### config.mk
export PLATFORM = sky130hd
export DESIGN_NAME = mips_multicycle
export DESIGN_NICKNAME = d
export VERILOG_FILES = /design/src/rtl/mips_pkg.sv /design/src/rtl/mips_regfile.sv /design/src/rtl/mips_multicycle.sv
export SDC_FILE = /design/constraint.sdc
export NUM_CORES = 2
export LEC_CHECK = 0
export BUFFER_PORTS_ARGS = -buffer_cell sky130_fd_sc_hd__buf_2
export CAP_MARGIN = 0
export CELL_PAD_IN_SITES_DETAIL_PLACEMENT = 0
export CELL_PAD_IN_SITES_GLOBAL_PLACEMENT = 1
export CORE_MARGIN = 2
export CORE_UTILIZATION = 40
export CTS_CLUSTER_DIAMETER = 100
export DETAILED_ROUTE_END_ITERATION = 6
export PLACE_DENSITY = 0.63
export SLEW_MARGIN = 20
export SYNTH_ARGS = -nofsm -noshare
export SYNTH_HDL_FRONTEND = slang
export SYNTH_SLANG_ARGS = --single-unit
### constraint.sdc
create_clock -name clock -period 5.7 [get_ports clock]
set_input_delay 0.285 -clock clock [delete_from_list [all_inputs] [get_ports clock]]
set_output_delay 0.285 -clock clock [all_outputs]
set_load 0.01 [all_outputs]
### src/rtl/mips_pkg.sv
// mips_pkg: shared encodings, FSM/ALU enums and helpers for the multicycle core
package mips_pkg;
  localparam int REG_AW = 5;
  localparam logic [5:0] OP_R = 6'h00, OP_LW = 6'h23, OP_SW = 6'h2b;
  localparam logic [5:0] OP_BEQ = 6'h04, OP_ADDI = 6'h08, OP_J = 6'h02;
  localparam logic [5:0] FN_ADD = 6'h20, FN_SUB = 6'h22, FN_AND = 6'h24;
  localparam logic [5:0] FN_OR = 6'h25, FN_SLT = 6'h2a;
  typedef enum logic [2:0] {S_FETCH, S_DECODE, S_EXEC, S_MEM, S_WB, S_HALT} state_e;
  typedef enum logic [2:0] {ALU_ADD, ALU_SUB, ALU_AND, ALU_OR, ALU_SLT} alu_op_e;
  function automatic logic [31:0] sext16(input logic [15:0] v);
    return {{16{v[15]}}, v};
  endfunction
endpackage

### src/rtl/mips_regfile.sv
// mips_regfile: 2R1W register file with debug read; gr0 and indices >= NREG read zero
module mips_regfile
  import mips_pkg::*;
#(
  parameter int NREG = 32
) (
  input  logic              clock,
  input  logic              resetn,
  input  logic [REG_AW-1:0] ra1,
  input  logic [REG_AW-1:0] ra2,
  input  logic [REG_AW-1:0] dbg_ra,
  input  logic              we,
  input  logic [REG_AW-1:0] wa,
  input  logic [31:0]       wd,
  output logic [31:0]       rd1,
  output logic [31:0]       rd2,
  output logic [31:0]       dbg_rd
);
  localparam int AW = $clog2(NREG);
  localparam logic [REG_AW:0] LIM = (REG_AW + 1)'(NREG);
  logic [31:0] gr [NREG];
  function automatic logic ok(input logic [REG_AW-1:0] i);
    return i != '0 && {1'b0, i} < LIM;
  endfunction
  assign rd1    = ok(ra1) ? gr[ra1[AW-1:0]] : '0;
  assign rd2    = ok(ra2) ? gr[ra2[AW-1:0]] : '0;
  assign dbg_rd = ok(dbg_ra) ? gr[dbg_ra[AW-1:0]] : '0;
  always_ff @(posedge clock)
    if (!resetn) for (int i = 0; i < NREG; i++) gr[i] <= '0;
    else if (we && ok(wa)) gr[wa[AW-1:0]] <= wd;
endmodule

### src/rtl/mips_multicycle.sv
// mips_multicycle: five-state multicycle MIPS-subset core with req/ack memory ports
module mips_multicycle
  import mips_pkg::*;
#(
  parameter logic [31:0] RESET_PC = 32'h0000_0000,
  parameter int          NREG     = 32
) (
  input  logic              clock,
  input  logic              resetn,
  output logic              imem_req,
  output logic [31:0]       imem_addr,
  input  logic [31:0]       imem_rdata,
  input  logic              imem_ack,
  output logic              dmem_req,
  output logic              dmem_we,
  output logic [31:0]       dmem_addr,
  output logic [31:0]       dmem_wdata,
  input  logic [31:0]       dmem_rdata,
  input  logic              dmem_ack,
  input  logic [REG_AW-1:0] dbg_raddr,
  output logic [31:0]       dbg_rdata,
  output logic [31:0]       pc,
  output logic              halted
);
  state_e state, nxt;
  alu_op_e alu_op;
  logic [31:0] ir, a, b, imm, res, mdr, rd1, rd2, src2, alu_y, pc4;
  logic [5:0] op, fn;
  logic is_r, is_lw, is_sw, is_beq, is_addi, is_j, r_ok, legal;
  assign op      = ir[31:26];
  assign fn      = ir[5:0];
  assign is_r    = op == OP_R;
  assign is_lw   = op == OP_LW;
  assign is_sw   = op == OP_SW;
  assign is_beq  = op == OP_BEQ;
  assign is_addi = op == OP_ADDI;
  assign is_j    = op == OP_J;
  assign r_ok    = is_r && (fn == FN_ADD || fn == FN_SUB || fn == FN_AND || fn == FN_OR || fn == FN_SLT);
  assign legal   = r_ok || is_lw || is_sw || is_beq || is_addi || is_j;
  assign pc4     = pc + 32'd4;
  assign src2    = is_r ? b : imm;
  always_comb begin
    alu_op = !is_r ? ALU_ADD : fn == FN_SUB ? ALU_SUB : fn == FN_AND ? ALU_AND :
             fn == FN_OR ? ALU_OR : fn == FN_SLT ? ALU_SLT : ALU_ADD;
    alu_y  = alu_op == ALU_SUB ? a - src2 : alu_op == ALU_AND ? a & src2 :
             alu_op == ALU_OR ? a | src2 :
             alu_op == ALU_SLT ? {31'b0, $signed(a) < $signed(src2)} : a + src2;
  end
  mips_regfile #(.NREG(NREG)) u_rf (
    .clock (clock),
    .resetn(resetn),
    .ra1   (ir[25:21]),
    .ra2   (ir[20:16]),
    .dbg_ra(dbg_raddr),
    .we    (state == S_WB),
    .wa    (is_r ? ir[15:11] : ir[20:16]),
    .wd    (is_lw ? mdr : res),
    .rd1   (rd1),
    .rd2   (rd2),
    .dbg_rd(dbg_rdata)
  );
  // requests are gated by resetn so they drop in the reset cycle itself
  assign imem_req   = resetn && state == S_FETCH;
  assign imem_addr  = pc;
  assign dmem_req   = resetn && state == S_MEM;
  assign dmem_we    = dmem_req && is_sw;
  assign dmem_addr  = dmem_req ? res : '0;
  assign dmem_wdata = dmem_req ? b : '0;
  assign halted     = state == S_HALT;
  always_comb begin
    nxt = state;
    case (state)
      S_FETCH:  nxt = imem_ack ? S_DECODE : S_FETCH;
      S_DECODE: nxt = legal ? S_EXEC : S_HALT;
      S_EXEC:   nxt = (is_beq || is_j) ? S_FETCH : (is_lw || is_sw) ? S_MEM : S_WB;
      S_MEM:    nxt = !dmem_ack ? S_MEM : is_sw ? S_FETCH : S_WB;
      S_WB:     nxt = S_FETCH;
      default:  nxt = S_HALT;
    endcase
  end
  always_ff @(posedge clock)
    if (!resetn) begin
      state <= S_FETCH;
      pc    <= RESET_PC;
      ir    <= '0;
      a     <= '0;
      b     <= '0;
      imm   <= '0;
      res   <= '0;
      mdr   <= '0;
    end else begin
      state <= nxt;
      case (state)
        S_FETCH: if (imem_ack) ir <= imem_rdata;
        S_DECODE: begin
          a   <= rd1;
          b   <= rd2;
          imm <= sext16(ir[15:0]);
        end
        S_EXEC: begin
          res <= alu_y;
          if (is_beq) pc <= (a == b) ? pc4 + {imm[29:0], 2'b00} : pc4;
          if (is_j) pc <= {pc4[31:28], ir[25:0], 2'b00};
        end
        S_MEM: if (dmem_ack && is_sw) pc <= pc4;
               else if (dmem_ack) mdr <= dmem_rdata;
        S_WB: pc <= pc4;
        default: ;
      endcase
    end
endmodule

# Word level (Yosys, flattened, before mapping)

Memory sizes are Yosys's and may differ from the RTL's. A register that Yosys moved wholly into a read port is not among the register bits.
Index checks and enable logic that the tools add are counted.

Flip-flop bits (word level): 211
Latch bits: 0
Memory bits (writable): 1,024
ROM bits: 0
Input bits: 73
Output and inout port bits: 164
Word-level logic and storage cells: 107
Memories kept: 1

Memories:

| memory  | words | width | rd ports | clocked after memory_dff | write ports | RTL line           | source |
|---|---|---|---|---|---|---|---|
| u_rf.gr | 32    | 32    | 3        | 2                        | 32          | mips_regfile.sv:21 | `logic [31:0] gr [NREG];` |

$add $sub $neg: 4
Multiply operators: 0
Div/mod/pow operators: 0
$lt $le $gt $ge: 1
Equal/unequal tests: 22
Shift-type cells: 0
Multiplexer cells: 40
Bitwise logic cells: 3
Reductions and logical operators: 28

Operators with widths:

| kind                                          | number |
|---|---|
| two-way mux 32 bit                            | 16 |
| one-hot mux 32 bit (3 select lines)           | 1 |
| adder 32 bit                                  | 2 |
| == test 6 bit, second input constant          | 7 |
| adder 32 x 3 -> 32 bit, second input constant | 1 |
| AND 32 bit                                    | 1 |
| == test 32 bit                                | 1 |
| < comparator 32 bit                           | 1 |
| OR 32 bit                                     | 1 |
| OR reduction 32 bit                           | 1 |
| subtractor 32 bit                             | 1 |
| two-way mux 3 bit                             | 10 |
| two-way mux 5 bit                             | 6 |
| nonzero test 5 bit                            | 4 |
| one-hot mux 3 bit (5 select lines)            | 1 |
| == test 3 x 2 -> 1 bit, second input constant | 4 |
| logical OR 1 bit                              | 11 |
| == test 3 bit, second input constant          | 3 |
| == test 3 x 1 -> 1 bit, second input constant | 2 |
| == test 6 x 2 -> 1 bit, second input constant | 1 |
| == test 6 x 3 -> 1 bit, second input constant | 1 |
| == test 6 x 4 -> 1 bit, second input constant | 1 |
| logical AND 1 bit                             | 6 |
| logical NOT 6 bit                             | 1 |
| other kinds (8)                               | 14 |

# Logic depth before layout (Yosys ltp)

Depth after elaboration: 13
Mapped depth: 21
Mapped depth without buffers: 18

# Hierarchy

From an unflattened synthesis, not the netlist that was laid out.

Cell total of the unflattened synthesis: 6,563
Area total of the unflattened synthesis: 79,336.1 µm²

Modules (own cells, without submodules):

| module          | times used | cells each | area each (µm²) |
|---|---|---|---|
| mips_regfile    | 1          | 4,261      | 62,601.3 |
| mips_multicycle | 1          | 2,302      | 16,734.8 |

# Least setup slack after synthesis

No wires, ideal clock.

Path kind: register to register
From: register ir[27]
To: register res[21]
Arrival time: 3.950 ns
Data required time: 5.568 ns
Setup slack: 1.619 ns
Cell stages (with the launch flop): 20
Clock period less this slack: 4.081 ns
Cell sequence: dfxtp_1 -> clkbuf_1 -> nor4_2 -> and2_1 -> buf_2 -> buf_1 -> nand2_1 -> nand2_1 -> inv_1 -> ha_1 -> a21o_1 -> nand4_1 -> a311o_1 -> a311o_2 -> a21oi_1 -> a21boi_1 -> a21bo_2 -> xnor2_1 -> a2111oi_0 -> nor3_1

Cells in the longest elaborated chain, start to end: 7

RTL lines:

| what                                                           | RTL line                                     | source |
|---|---|---|
| start: declaration                                             | mips_multicycle.sv:27                        | `logic [31:0] ir, a, b, imm, res, mdr, rd1, rd2, src2, alu_y, pc4;` |
| start signal: assignment                                       | mips_multicycle.sv:94                        | `S_FETCH: if (imem_ack) ir <= imem_rdata;` |
| logical NOT 6 bit *                                            | mips_multicycle.sv:32                        | `assign is_r = op == OP_R;` |
| two-way mux 32 bit / two-way mux 3 bit (equally long branches) | mips_multicycle.sv:41, mips_multicycle.sv:43 |  |
| adder 32 bit / == test 3 bit (equally long branches)           | mips_multicycle.sv:47                        | `alu_op == ALU_SLT ? {31'b0, $signed(a) < $signed(src2)} : a + src2;` |
| two-way mux 32 bit                                             | mips_multicycle.sv:47                        |  |
| two-way mux 32 bit                                             | mips_multicycle.sv:46                        | `alu_op == ALU_OR ? a \| src2 :` |
| two-way mux 32 bit                                             | mips_multicycle.sv:45                        | `alu_y = alu_op == ALU_SUB ? a - src2 : alu_op == ALU_AND ? a & src2 :` |
| two-way mux 32 bit *                                           | mips_multicycle.sv:45                        |  |
| end signal: assignment                                         | mips_multicycle.sv:101                       | `res <= alu_y;` |
| end: declaration                                               | mips_multicycle.sv:27                        |  |

Every way passes the cells marked *; elsewhere a longest branch is shown, timed or not.
A chain may end at the register's enable or synchronous reset.

# Worst setup path in the final report

From: register ir[31]
To: register res[22]

The elaborated chain is that of the path after synthesis.

==> metrics.md <==
| Metric | Value |
|---|---|
| Outcome | finished clean |
| Mapped Area | 0.0761 mm² |
| Clk_lat worst skew | 0.82 ns |
| Number of DRC markers in iteration 0 | 8141 |
| Gate power share | 23.7% |
| Layout Cells excl Fill | 8660 |
| Reg power frac | 40.1% |
| Global route hottest layer | met2 |
| First-pass GRT wire length | 432000 µm |
| Register bit total from synthesis | 1243 |
| Crit path DAT | 5.51 ns |
| DP Wirelength | 195000 µm |
| # IOs | 237 |
| WP data required | 6.40 ns |
| Avg Cell Area, Syn | 12.9 µm² |
| Vias in the first global route | 54600 |
| Synth Area in XOR/XNOR | 1.25% |
| Die W | 440 µm |
| GPL Wtd Cong | 0.924 |
| Layout cells sized above 1 | 29.1% |
| Adder-cell share of the synthesized area | 2.33% |
| Post-Place Setup Slack | 0.998 ns |
| CP startpoint kind | flip-flop |
| Fin crit period | 4.81 ns |
| Routed via count | 56800 |
| Hold depth | 5 |
| Ys async rst share | 0% |
| Clock buffer depth | 3 |
| RSZ-0062 raised after global routing | no |
| Pleak | 29.2 nW |
| Critical path peak fanout | 21 |
| Area contributors post-synth | edfxtp_1, mux4_2, nor2_1, dfxtp_1, ha_1 |
| Final hold vios | 0 |
| Most frequent cells after synthesis | nor2_1, edfxtp_1, mux4_2 |
| Max cap viols | 0 |
| M1 GR Usage | 40.9% |
| DRT Wirelength | 312000 µm |
| Util after Layout | 45.5% |
| Clock root cell | clkbuf_16 |
| Setup crit start | ir[31] |
| Cell-internal power | 18.6 mW |
| Met2 Use GR | 51.2% |
| Post-synthesis compound-gate area fraction | 5.33% |
| Htree depth | 4 |
| Clock Sinks | 1243 |
| Worst Hold Class | in -> reg |
| Core Region | 0.190 mm² |
| Post-Synth Simple-Gate Area | 10.8% |
| Final worst-path cycle share | 84.3% |
| Height of the die | 440 µm |
| All-Layer GR Usage | 32.0% |
| Reg2Reg Depth | 17 |
| Dominant synthesized flop cell | edfxtp_1 |
| Port Buf Inserts | 232 |
| Net switching power | 8.41 mW |
| Routed len/inst | 36.0 µm |
| DRC | 0 |
| CTS tree | done |
| Initial core utilization | 40.1% |
| Critical path class | reg -> reg |
| Remaining antenna violation count | 0 |
| Switching part of the total | 31.2% |
| Total CTS buffers | 146 |
| Relative slew slack | 21.4% |
| Syn. warnings | 0 |
| Register area share after synthesis | 46.2% |
| Endpoints failing setup | 0 |
| Clock power share | 36.3% |
| P&R area growth vs syn | 13.5% |
| R2r setup slk | 0.89 ns |
| R2R Path End | res[22] |
| Post-synth EDFFs | 1024 |
| Most common cell in the netlist | nor2_1 |
| Met3 usage | 7.66% |
| Worst setup margin | 0.893 ns |
| Setup TNS | 0 ns |
| Mux cell area share after synthesis | 30.2% |
| Peak VDD IR | 327 µV |
| Die area | 0.194 mm² |
| Clk slew on worst S/H paths | 0.06 ns |
| Max Clk Rate | 208 MHz |
| Largest net degree at the start of global routing | 141 |
| DRT Pass-1 Iters | 6 |
| Worst setup path end | res[22] |
| Via density | 6.56 |
| GRT overflow | 0 |
| Inst Count DP | 8321 |
| Critical R2R Launch | ir[31] |
| Leading area contributor after synthesis | edfxtp_1 |
| Final net count | 6239 |
| Pwr Density | 313 mW/mm² |
| Post-route clock skew | 0.0244 ns |
| Top-area cell type share of the netlist area | 40.4% |
| Total power | 27.0 mW |
| Largest family of logic cells by synthesized area | multiplexers |
| Tightest Pin Transition | 1.17 ns |
| Slew Limit Fails | 0 |
| # rows | 160 |
| Worst Setup End Kind | flip-flop |
| Cells after synthesis | 5918 |
| Synth unique cells | 105 |
| Antenna violations before repair | 14 |
[worst max-delay path: stages (launching register included)]
cell and delay [ns]:
dfxtp_1 0.37, nor4_2 0.44, and2_2 0.57, buf_4 0.28, nand2_1 0.07, nand2_1 0.09
inv_1 0.06, ha_1 0.46, nor4_1 0.59, nand2_1 0.12, o21ai_0 0.17, a31o_2 0.18
o211ai_1 0.16, and2_1 0.23, o41ai_1 0.51, mux2i_1 0.14, nor3_1 0.18, nor2_1 0.05
[power by group through the flow]
stage,combinational (mW),clock (mW),sequential (mW)
final,6.38,9.78,10.8
after global routing,6.72,10.2,10.9
after CTS,6.31,9.87,10.8
after detailed placement,6.26,0,11.0
after global placement,6.26,0,11.0
after floorplan,4.26,0,10.6
[cell usage in the layout (no fill, tap or decap), types with 20 or more instances in the layout]
cell and instances:
a21o_1 36, a21oi_1 274, a221oi_1 21, and2_1 21
and3_1 82, buf_12 32, buf_2 226, buf_4 188
clkbuf_1 30, clkbuf_16 154, clkinv_1 29, clkinv_2 20
conb_1 36, dfxtp_1 209, dlygate4sd3_1 66, edfxtp_1 1024
ha_1 137, inv_1 108, mux2i_1 106, mux2i_4 25
mux4_2 960, nand2_1 328, nand2_2 63, nand3_1 40
nor2_1 1296, nor3_1 34, o211ai_1 21, o21ai_0 110
o221ai_1 21, xnor2_1 46, xor2_1 61
[metal layers]
layer	part of all wire, %	routed length [µm]	vias to the layer above
li1	-	-	22800
met3	11	33700	756
met1	36	113000	29400
met4	5.5	17100	8
met2	47	147000	3770
met5	0.018	57	-
[sequential cells by signal, summed over array words and instances, names as in the netlist, named ones only]
signal	count
b	32
a	32
ir	32
mdr	32
u_rf.gr	1024
res	32
state	3
imm	16
imem_addr	30
[stage by stage]
stage / cell area [µm²] / hold WS, ns
after floorplan: 76200 / 0.421
after global routing: 86300 / 0.0958
final: 86300 / 0.0841
after detailed placement: 80700 / 0.463
after global placement: 80600 / 0.454
after CTS: 86300 / 0.0323
[cell families (layout without fill, tap and decap cells)]
family | count (synthesis) | after routing
and+or+nand+nor | 1982 | 1982
buffers and inverters | 707 | 901
AOI/OAI and AO/OA | 639 | 639
xor gates and xnor gates | 108 | 108
muxes | 1098 | 1098
adders and majority gates | 140 | 140
other | 1 | 38
DFF | 1243 | 1243
[worst min path at each step]
stage                        startpoint  endpoint  slack, ns
final                          imem_ack     ir[9]       0.08
after global routing           imem_ack    ir[11]        0.1
after detailed placement        mdr[21]   mdr[21]       0.46
after CTS                      imem_ack    ir[28]       0.03
after global placement          mdr[22]   mdr[22]       0.45
after floorplan           dmem_rdata[0]    mdr[0]       0.42
[area by class of cell]
type | instances | area, µm²
fill | 17000 | 103000
multi-input combinational | 4003 | 38700
sequential | 1243 | 35200
clock buffer | 189 | 4020
timing repair buffer | 521 | 4010
tap | 2511 | 3140
clock inverter | 80 | 868
inverter | 111 | 424
antenna | 2 | 5.00
[timing repair]
item	in CTS	in global routing
endpoints found under the hold margin	78	0
hold buffers	66	0
gates resized for setup	0	0
buffers inserted	0	0
Power figures use the tool's default switching activity.
